<file path="src/rtl/noc_pkg.sv">
// Shared constants and types for the NoC output-port allocator.
package noc_pkg;
  localparam int NUM_PORTS  = 5;
  localparam int DATA_WIDTH = 32;
  localparam int IDX_WIDTH  = 3;

  localparam int PORT_N     = 4;
  localparam int PORT_E     = 3;
  localparam int PORT_S     = 2;
  localparam int PORT_W     = 1;
  localparam int PORT_LOCAL = 0;

  typedef enum logic {IDLE, LOCKED} arb_state_t;
endpackage

</file>
<file path="src/rtl/noc_port_arbiter_if.sv">
// Request side (five inputs) and link side of one router output port.
interface noc_port_arbiter_if #(
  parameter int NUM_PORTS  = 5,
  parameter int DATA_WIDTH = 32,
  parameter int IDX_WIDTH  = 3
);
  logic [NUM_PORTS-1:0][DATA_WIDTH-1:0] in_data;
  logic [NUM_PORTS-1:0]                 in_valid;
  logic [NUM_PORTS-1:0]                 in_last;
  logic [NUM_PORTS-1:0]                 in_ready;
  logic [DATA_WIDTH-1:0]                out_data;
  logic                                 out_valid;
  logic                                 out_last;
  logic                                 out_ready;
  logic [IDX_WIDTH-1:0]                 grant_idx;
  logic                                 busy;

  modport master (
    output in_data, in_valid, in_last, out_ready,
    input  in_ready, out_data, out_valid, out_last, grant_idx, busy
  );

  modport slave (
    input  in_data, in_valid, in_last, out_ready,
    output in_ready, out_data, out_valid, out_last, grant_idx, busy
  );
endinterface

</file>
<file path="src/rtl/noc_port_arbiter_rr_arbiter.sv">
// Combinational round-robin pick: first requester at or above ptr, wrapping.
module rr_arbiter #(
  parameter int NUM_PORTS = 5,
  parameter int IDX_WIDTH = 3
) (
  input  logic [NUM_PORTS-1:0] req,
  input  logic [IDX_WIDTH-1:0] ptr,
  output logic [NUM_PORTS-1:0] gnt,
  output logic [IDX_WIDTH-1:0] idx,
  output logic                 any_req
);
  always_comb begin
    int   pos;
    logic found;
    gnt     = '0;
    idx     = '0;
    any_req = |req;
    found   = 1'b0;
    pos     = 0;
    for (int off = 0; off < NUM_PORTS; off++) begin
      pos = (int'(ptr) + off) % NUM_PORTS;
      if (!found && req[pos]) begin
        found    = 1'b1;
        gnt[pos] = 1'b1;
        idx      = IDX_WIDTH'(pos);
      end
    end
  end
endmodule

</file>
<file path="src/rtl/noc_port_arbiter.sv">
// Wormhole output-port allocator: round-robin head arbitration, grant held to
// the tail, one-entry registered output stage with valid/ready.
module noc_port_arbiter
  import noc_pkg::*;
#(
  parameter int DATA_WIDTH = noc_pkg::DATA_WIDTH,
  parameter int NUM_PORTS  = noc_pkg::NUM_PORTS,
  parameter int IDX_WIDTH  = noc_pkg::IDX_WIDTH
) (
  input  logic clk,
  input  logic rst,
  noc_port_arbiter_if.slave bus
);
  arb_state_t state, state_nxt;

  logic [IDX_WIDTH-1:0]  rr_ptr, owner, sel, win_idx, ptr_inc, grant_q;
  logic [NUM_PORTS-1:0]  win_gnt, ready_vec;
  logic [DATA_WIDTH-1:0] data_q;
  logic                  any_req, can_accept, req_ok, accept, sel_last;
  logic                  valid_q, last_q;

  rr_arbiter #(.NUM_PORTS(NUM_PORTS), .IDX_WIDTH(IDX_WIDTH)) u_rr (
    .req     (bus.in_valid),
    .ptr     (rr_ptr),
    .gnt     (win_gnt),
    .idx     (win_idx),
    .any_req (any_req)
  );

  assign can_accept = !valid_q || bus.out_ready;

  always_ff @(posedge clk) begin
    if (rst) state <= IDLE;
    else     state <= state_nxt;
  end

  always_comb begin
    state_nxt = state;
    case (state)
      IDLE:    if (accept && !sel_last) state_nxt = LOCKED;
      LOCKED:  if (accept &&  sel_last) state_nxt = IDLE;
      default: state_nxt = IDLE;
    endcase
  end

  // While locked, only the owner is looked at; other valid inputs are ignored.
  always_comb begin
    sel       = owner;
    req_ok    = bus.in_valid[owner];
    ready_vec = NUM_PORTS'(1) << owner;
    if (state == IDLE) begin
      sel       = win_idx;
      req_ok    = any_req;
      ready_vec = win_gnt;
    end
    accept      = !rst && can_accept && req_ok;
    bus.in_ready = accept ? ready_vec : '0;
  end

  assign sel_last = bus.in_last[sel];
  assign ptr_inc  = (sel == IDX_WIDTH'(NUM_PORTS-1)) ? '0 : sel + 1'b1;

  always_ff @(posedge clk) begin
    if (rst) begin
      rr_ptr  <= '0;
      owner   <= '0;
      grant_q <= '0;
      data_q  <= '0;
      last_q  <= 1'b0;
      valid_q <= 1'b0;
    end else if (accept) begin
      owner   <= sel;
      grant_q <= sel;
      data_q  <= bus.in_data[sel];
      last_q  <= sel_last;
      valid_q <= 1'b1;
      if (sel_last) rr_ptr <= ptr_inc;
    end else if (bus.out_ready) begin
      valid_q <= 1'b0;
    end
  end

  assign bus.out_data  = data_q;
  assign bus.out_valid = valid_q;
  assign bus.out_last  = last_q;
  assign bus.grant_idx = grant_q;
  assign bus.busy      = (state == LOCKED);
endmodule
</file>
<file path="src/flat_wrapper.sv">
// flat-port wrapper written by rule: the top's interface ports become plain ports
module noc_port_arbiter_flat import noc_pkg::*;
#(
  parameter int DATA_WIDTH = noc_pkg::DATA_WIDTH,
  parameter int NUM_PORTS  = noc_pkg::NUM_PORTS,
  parameter int IDX_WIDTH  = noc_pkg::IDX_WIDTH
)
  (clk, rst, bus_in_data, bus_in_valid, bus_in_last, bus_out_ready, bus_in_ready, bus_out_data, bus_out_valid, bus_out_last, bus_grant_idx, bus_busy);
  noc_port_arbiter_if #(.NUM_PORTS(NUM_PORTS), .DATA_WIDTH(DATA_WIDTH), .IDX_WIDTH(IDX_WIDTH)) bus_i ();
  input  logic clk;
  input  logic rst;
  input wire logic [$bits(bus_i.in_data)-1:0] bus_in_data;
  input wire logic [$bits(bus_i.in_valid)-1:0] bus_in_valid;
  input wire logic [$bits(bus_i.in_last)-1:0] bus_in_last;
  input wire logic [$bits(bus_i.out_ready)-1:0] bus_out_ready;
  output wire logic [$bits(bus_i.in_ready)-1:0] bus_in_ready;
  output wire logic [$bits(bus_i.out_data)-1:0] bus_out_data;
  output wire logic [$bits(bus_i.out_valid)-1:0] bus_out_valid;
  output wire logic [$bits(bus_i.out_last)-1:0] bus_out_last;
  output wire logic [$bits(bus_i.grant_idx)-1:0] bus_grant_idx;
  output wire logic [$bits(bus_i.busy)-1:0] bus_busy;
  assign bus_i.in_data = bus_in_data;
  assign bus_i.in_valid = bus_in_valid;
  assign bus_i.in_last = bus_in_last;
  assign bus_i.out_ready = bus_out_ready;
  assign bus_in_ready = bus_i.in_ready;
  assign bus_out_data = bus_i.out_data;
  assign bus_out_valid = bus_i.out_valid;
  assign bus_out_last = bus_i.out_last;
  assign bus_grant_idx = bus_i.grant_idx;
  assign bus_busy = bus_i.busy;
  noc_port_arbiter #(.DATA_WIDTH(DATA_WIDTH), .NUM_PORTS(NUM_PORTS), .IDX_WIDTH(IDX_WIDTH)) u_core (.clk(clk), .rst(rst), .bus(bus_i));
endmodule
</file>
<file path="config.mk">
export PLATFORM = sky130hd
export DESIGN_NAME = noc_port_arbiter_flat
export DESIGN_NICKNAME = d
export VERILOG_FILES = /design/src/rtl/noc_pkg.sv /design/src/rtl/noc_port_arbiter_if.sv /design/src/rtl/noc_port_arbiter_rr_arbiter.sv /design/src/rtl/noc_port_arbiter.sv /design/src/flat_wrapper.sv
export SDC_FILE = /design/constraint.sdc
export NUM_CORES = 1
export LEC_CHECK = 0
export ABC_CLOCK_PERIOD_IN_PS = 9000
export CORE_MARGIN = 5
export CORE_UTILIZATION = 55
export CTS_CLUSTER_SIZE = 30
export DETAILED_ROUTE_END_ITERATION = 6
export DONT_BUFFER_PORTS = 1
export PLACE_DENSITY = 0.74
export SLEW_MARGIN = 20
export SYNTH_ARGS = -nofsm -noshare
export SYNTH_HDL_FRONTEND = slang
export SYNTH_HIERARCHICAL = 1
export SYNTH_SLANG_ARGS = --single-unit
</file>
<file path="constraint.sdc">
create_clock -name clk -period 9 [get_ports clk]
set_input_delay 1.8 -clock clk [delete_from_list [all_inputs] [get_ports clk]]
set_output_delay 1.8 -clock clk [all_outputs]
set_load 0.05 [all_outputs]
</file>
==> impl_metrics.prom <==
# TYPE chip_impl_metric gauge
chip_impl_info{name="run_status",value="completed"} 1
chip_impl_metric{name="setup_viol",unit=""} 0
chip_impl_metric{name="dpl_cell_area",unit="um2"} 6030
chip_impl_metric{name="crit_fanout",unit=""} 23
chip_impl_metric{name="grt_remaining_overflow",unit=""} 0
chip_impl_info{name="top_signal_layer_used",value="met4"} 1
chip_impl_metric{name="synthesis.instances",unit=""} 904
chip_impl_metric{name="die_h",unit="um"} 115
chip_impl_metric{name="achievable_freq",unit="MHz"} 134
chip_impl_info{name="crit_slowest_cell",value="sky130_fd_sc_hd__dfxtp_1"} 1
chip_impl_info{name="synth_ff_type",value="sky130_fd_sc_hd__dfxtp_1"} 1
chip_impl_metric{name="first_global_vias",unit=""} 6427
chip_impl_metric{name="synthesis.nets",unit=""} 1105
chip_impl_metric{name="synth_area_in_adders",unit=""} 0.0579
chip_impl_metric{name="post_cts_resized",unit=""} 0
chip_impl_metric{name="design.die.area",unit="um2"} 13200
chip_impl_metric{name="h_tree_levels",unit=""} 2
chip_impl_metric{name="met1_length",unit="mm"} 8.46
chip_impl_metric{name="tightest_slew",unit="ns"} 1.02
chip_impl_info{name="timing.critical_path.from_type",value="register"} 1
chip_impl_metric{name="global_route.usage.total",unit=""} 0.305
chip_impl_metric{name="yosys.area_share.xor_xnor",unit=""} 0.0128
chip_impl_metric{name="nets",unit=""} 1053
chip_impl_metric{name="stdcell_count",unit=""} 993
chip_impl_metric{name="synth.yosys.seq_area_share",unit=""} 0.136
chip_impl_metric{name="grt_antenna_before_repair",unit=""} 0
chip_impl_metric{name="cp_data_arrival_time",unit="ns"} 5.64
chip_impl_metric{name="detailroute.wirelength.met2",unit="mm"} 10.4
chip_impl_metric{name="critical-path-max-stage-delay",unit="ns"} 0.65
chip_impl_metric{name="clk-insertion-delay-late",unit="ns"} 0.30
chip_impl_metric{name="insertedDiodeCount",unit=""} 0
chip_impl_metric{name="postCtsSetupRepairBufs",unit=""} 0
chip_impl_metric{name="clkSlewWorstSetupHoldPaths",unit="ns"} 0.09
chip_impl_metric{name="post_synthesis_async_set_or_reset_flop_share",unit=""} 0
chip_impl_metric{name="maximum_number_of_pins_on_one_net_before_global_route_repair",unit=""} 84
chip_impl_info{name="synth_area_leader_cell",value="sky130_fd_sc_hd__dfxtp_1"} 1
chip_impl_metric{name="ys_ff_latch",unit=""} 41
chip_impl_metric{name="synth-edff-count",unit=""} 0
chip_impl_metric{name="synth_to_layout_area_growth",unit="%"} 1.72
chip_impl_info{name="critPathKind",value="register to output port"} 1
chip_impl_metric{name="finalWeightedCongestion",unit=""} 0.922
chip_impl_metric{name="slew_violations",unit=""} 0
chip_impl_metric{name="core_region_area",unit="um2"} 10800
chip_impl_metric{name="final.period_utilization",unit=""} 0.827
chip_impl_metric{name="detail_route.first_pass.iterations",unit=""} 6
chip_impl_metric{name="synth_compound_gate_area_share",unit=""} 0.346
chip_impl_metric{name="postRouteWirelength",unit="mm"} 21.8
chip_impl_metric{name="post-synth-top-area-fraction",unit=""} 0.136
chip_impl_metric{name="cell_area_power_density",unit="nW/um2"} 421
chip_impl_metric{name="fin_setup_tns",unit="ns"} 0
chip_impl_metric{name="power.static_leakage",unit="nW"} 2.17
chip_impl_metric{name="vias",unit=""} 6968
chip_impl_info{name="rsz0062_at_grt",value="false"} 1
chip_impl_metric{name="fraction_of_final_layout_cells_with_drive_strength_greater_than_1",unit=""} 0.0891
chip_impl_metric{name="avgRoutedWirePerCell",unit="um"} 22.0
chip_impl_metric{name="detailroute.wirelength.met3",unit="mm"} 2.53
chip_impl_metric{name="drc",unit=""} 0
chip_impl_metric{name="cp_data_required_time",unit="ns"} 7.20
chip_impl_metric{name="port_buffers",unit=""} 0
chip_impl_info{name="crit_path_cell_trace",value="inv_1, ha_1, buf_4, clkinv_1, ha_1, nor2b_1, o21ai_0, a22oi_1, o31a_1, nor3b_1, a211oi_4, nand3_1, or3_1, nand4_1, nor2b_1, a31oi_1, nor2_1, buf_4"} 1
chip_impl_metric{name="maxSlewHeadroom",unit=""} 0.304
chip_impl_metric{name="holdWs",unit="ns"} 0.638
chip_impl_metric{name="numCtsBuffers",unit=""} 5
chip_impl_metric{name="floorplan.rows",unit=""} 38
chip_impl_metric{name="max-vdd-ir-drop",unit="mV"} 0.240
chip_impl_metric{name="floorplan.initialDensity",unit=""} 0.560
chip_impl_metric{name="place_hpwl",unit="mm"} 15.9
chip_impl_info{name="synth_top_family_by_area",value="compound AO/OA/AOI/OAI gates"} 1
chip_impl_metric{name="hold_viol_final",unit=""} 0
chip_impl_metric{name="drv_cap",unit=""} 0
chip_impl_metric{name="hold_buffers",unit=""} 0
chip_impl_info{name="yosys-top-cells-area",value="sky130_fd_sc_hd__dfxtp_1, sky130_fd_sc_hd__nand2_1, sky130_fd_sc_hd__nand3_1"} 1
chip_impl_metric{name="synth.distinct_cells",unit=""} 76
chip_impl_metric{name="synthesis.area_per_instance",unit="um2"} 6.69
chip_impl_metric{name="avgViaCountPerCell",unit=""} 7.02
chip_impl_metric{name="timing.final.crit_period",unit="ns"} 7.44
chip_impl_metric{name="post_synth_and_or_nand_nor_area_fraction",unit=""} 0.286
chip_impl_info{name="end_kind",value="output port"} 1
chip_impl_metric{name="synth_warnings",unit=""} 6
chip_impl_metric{name="die-width",unit="um"} 115
chip_impl_metric{name="cts.path.max_buffers",unit=""} 2
chip_impl_metric{name="mux_cell_area_share_after_synthesis",unit=""} 0.0869
chip_impl_info{name="worstHoldPathType",value="register to register"} 1
chip_impl_metric{name="postLayoutCellArea",unit="um2"} 6150
chip_impl_metric{name="dp_cells",unit=""} 985
chip_impl_info{name="ctsRootBufferMaster",value="sky130_fd_sc_hd__clkbuf_8"} 1
chip_impl_metric{name="synthesis.area",unit="um2"} 6050
chip_impl_metric{name="ioPinCount",unit=""} 216
chip_impl_metric{name="clock-sinks",unit=""} 41
chip_impl_metric{name="place_worst_setup_slack",unit="ns"} 1.90
chip_impl_metric{name="postLayoutSetupSlackWorst",unit="ns"} 1.56
chip_impl_metric{name="drt.antenna.violating_nets",unit=""} 0
chip_impl_info{name="tritoncts_clock_tree",value="built"} 1
chip_impl_metric{name="fin_worst_skew",unit="ns"} 0.00959
chip_impl_metric{name="grt_pass1_wl",unit="mm"} 33.0
chip_impl_metric{name="initial_detailed_routing_violation_count",unit=""} 643
[final cells by class]
cell class	instances	area [um2]
multi-input combinational	758	4790
fill	1055	4640
sequential	41	826
tap	140	175
timing repair buffer	16	120
inverter	30	118
clock buffer	6	82.6
clock inverter	2	37.5
[metrics by stage]
stage / power, W / utilization
6_report: 0.00259 / 0.570
5_1_grt: 0.00279 / 0.570
4_1_cts: 0.00254 / 0.570
3_5_place_dp: 0.00238 / 0.559
3_3_place_gp: 0.00233 / 0.559
2_1_floorplan: 0.00201 / -
[cell usage after synthesis, drive strengths merged, types with 3 or more instances]
master,instances
a221oi,13
clkbuf,45
a211oi,11
mux2,6
inv,28
a21o,4
o21a,5
a22oi,10
o211ai,12
nand4,6
a22o,3
ha,28
a31oi,27
a2111oi,5
or2,3
nand2b,12
a31o,3
o21ai,100
nor2,46
o22a,3
or4,3
a32o,4
buf,30
a311o,3
dfxtp,41
and2,5
nand3,102
a32oi,7
nor2b,15
mux2i,11
mux4,14
nand2,143
xnor2,8
o31ai,4
or3,5
o31a,5
a21oi,92
nor3,16
[flip-flops by register name (all words and copies together) (netlist names), named ones only]
name,flops
u_core/bus.out_valid,1
u_core/rr_ptr,3
u_core/bus.grant_idx,3
u_core/bus.out_last,1
u_core/bus.out_data,32
[worst max-delay path, delay by kind of cell, from the launching register on]
family,cells,cell delay (ns)
AO/OA/AOI/OAI,5,1.44
buffers and inverters,4,1.23
flip-flops,1,0.65
AND/OR/NAND/NOR,7,1.28
adder cells (fa/ha/maj),2,0.72
[placed cells by master (no fill, tap or decap), drive strengths merged, types with 5 or more instances in the layout]
cell	count
nor2b	15
o211ai	12
nand2	143
mux4	14
inv	28
nand4	6
o31a	5
a22oi	10
a21oi	92
mux2i	11
dfxtp	41
nor2	46
nor3	16
xnor2	8
o21a	5
a31oi	27
a2111oi	5
ha	28
clkbuf	6
mux2	6
and2	5
nand3	102
a211oi	11
a32oi	7
or3	5
buf	16
nand2b	12
a221oi	13
o21ai	100
[cell families after synthesis]
group	count (synthesis)
compound gates	323
xor+xnor	8
fa+ha+maj	28
buf+inv	105
flops	41
mux	31
simple gates	368
[final timing paths]
check | end | slack [ns] | startpoint | cells past startpoint
worst max-delay path | bus_in_ready[2] | 1.56 | u_core/rr_ptr[1] | 18
worst min-delay path | u_core/bus.grant_idx[1] | 0.64 | u_core/bus.grant_idx[1] | 2
worst max register to register | u_core/rr_ptr[0] | 1.72 | u_core/rr_ptr[1] | 21
worst min register to register | u_core/bus.grant_idx[1] | 0.64 | u_core/bus.grant_idx[1] | 2
[power breakdown]
group          internal [W]  switching [W]
logic              0.000674        0.00119
registers          0.000253       0.000314
clock network     0.0000903      0.0000709
[layer usage]
layer | GRT usage | vias up
met2 | 0.503 | 461
met1 | 0.391 | 3223
li1 | - | 3239
met5 | 0 | -
met4 | 0.0947 | 0
met3 | 0.0779 | 45
(Power assumes the default switching activity.)
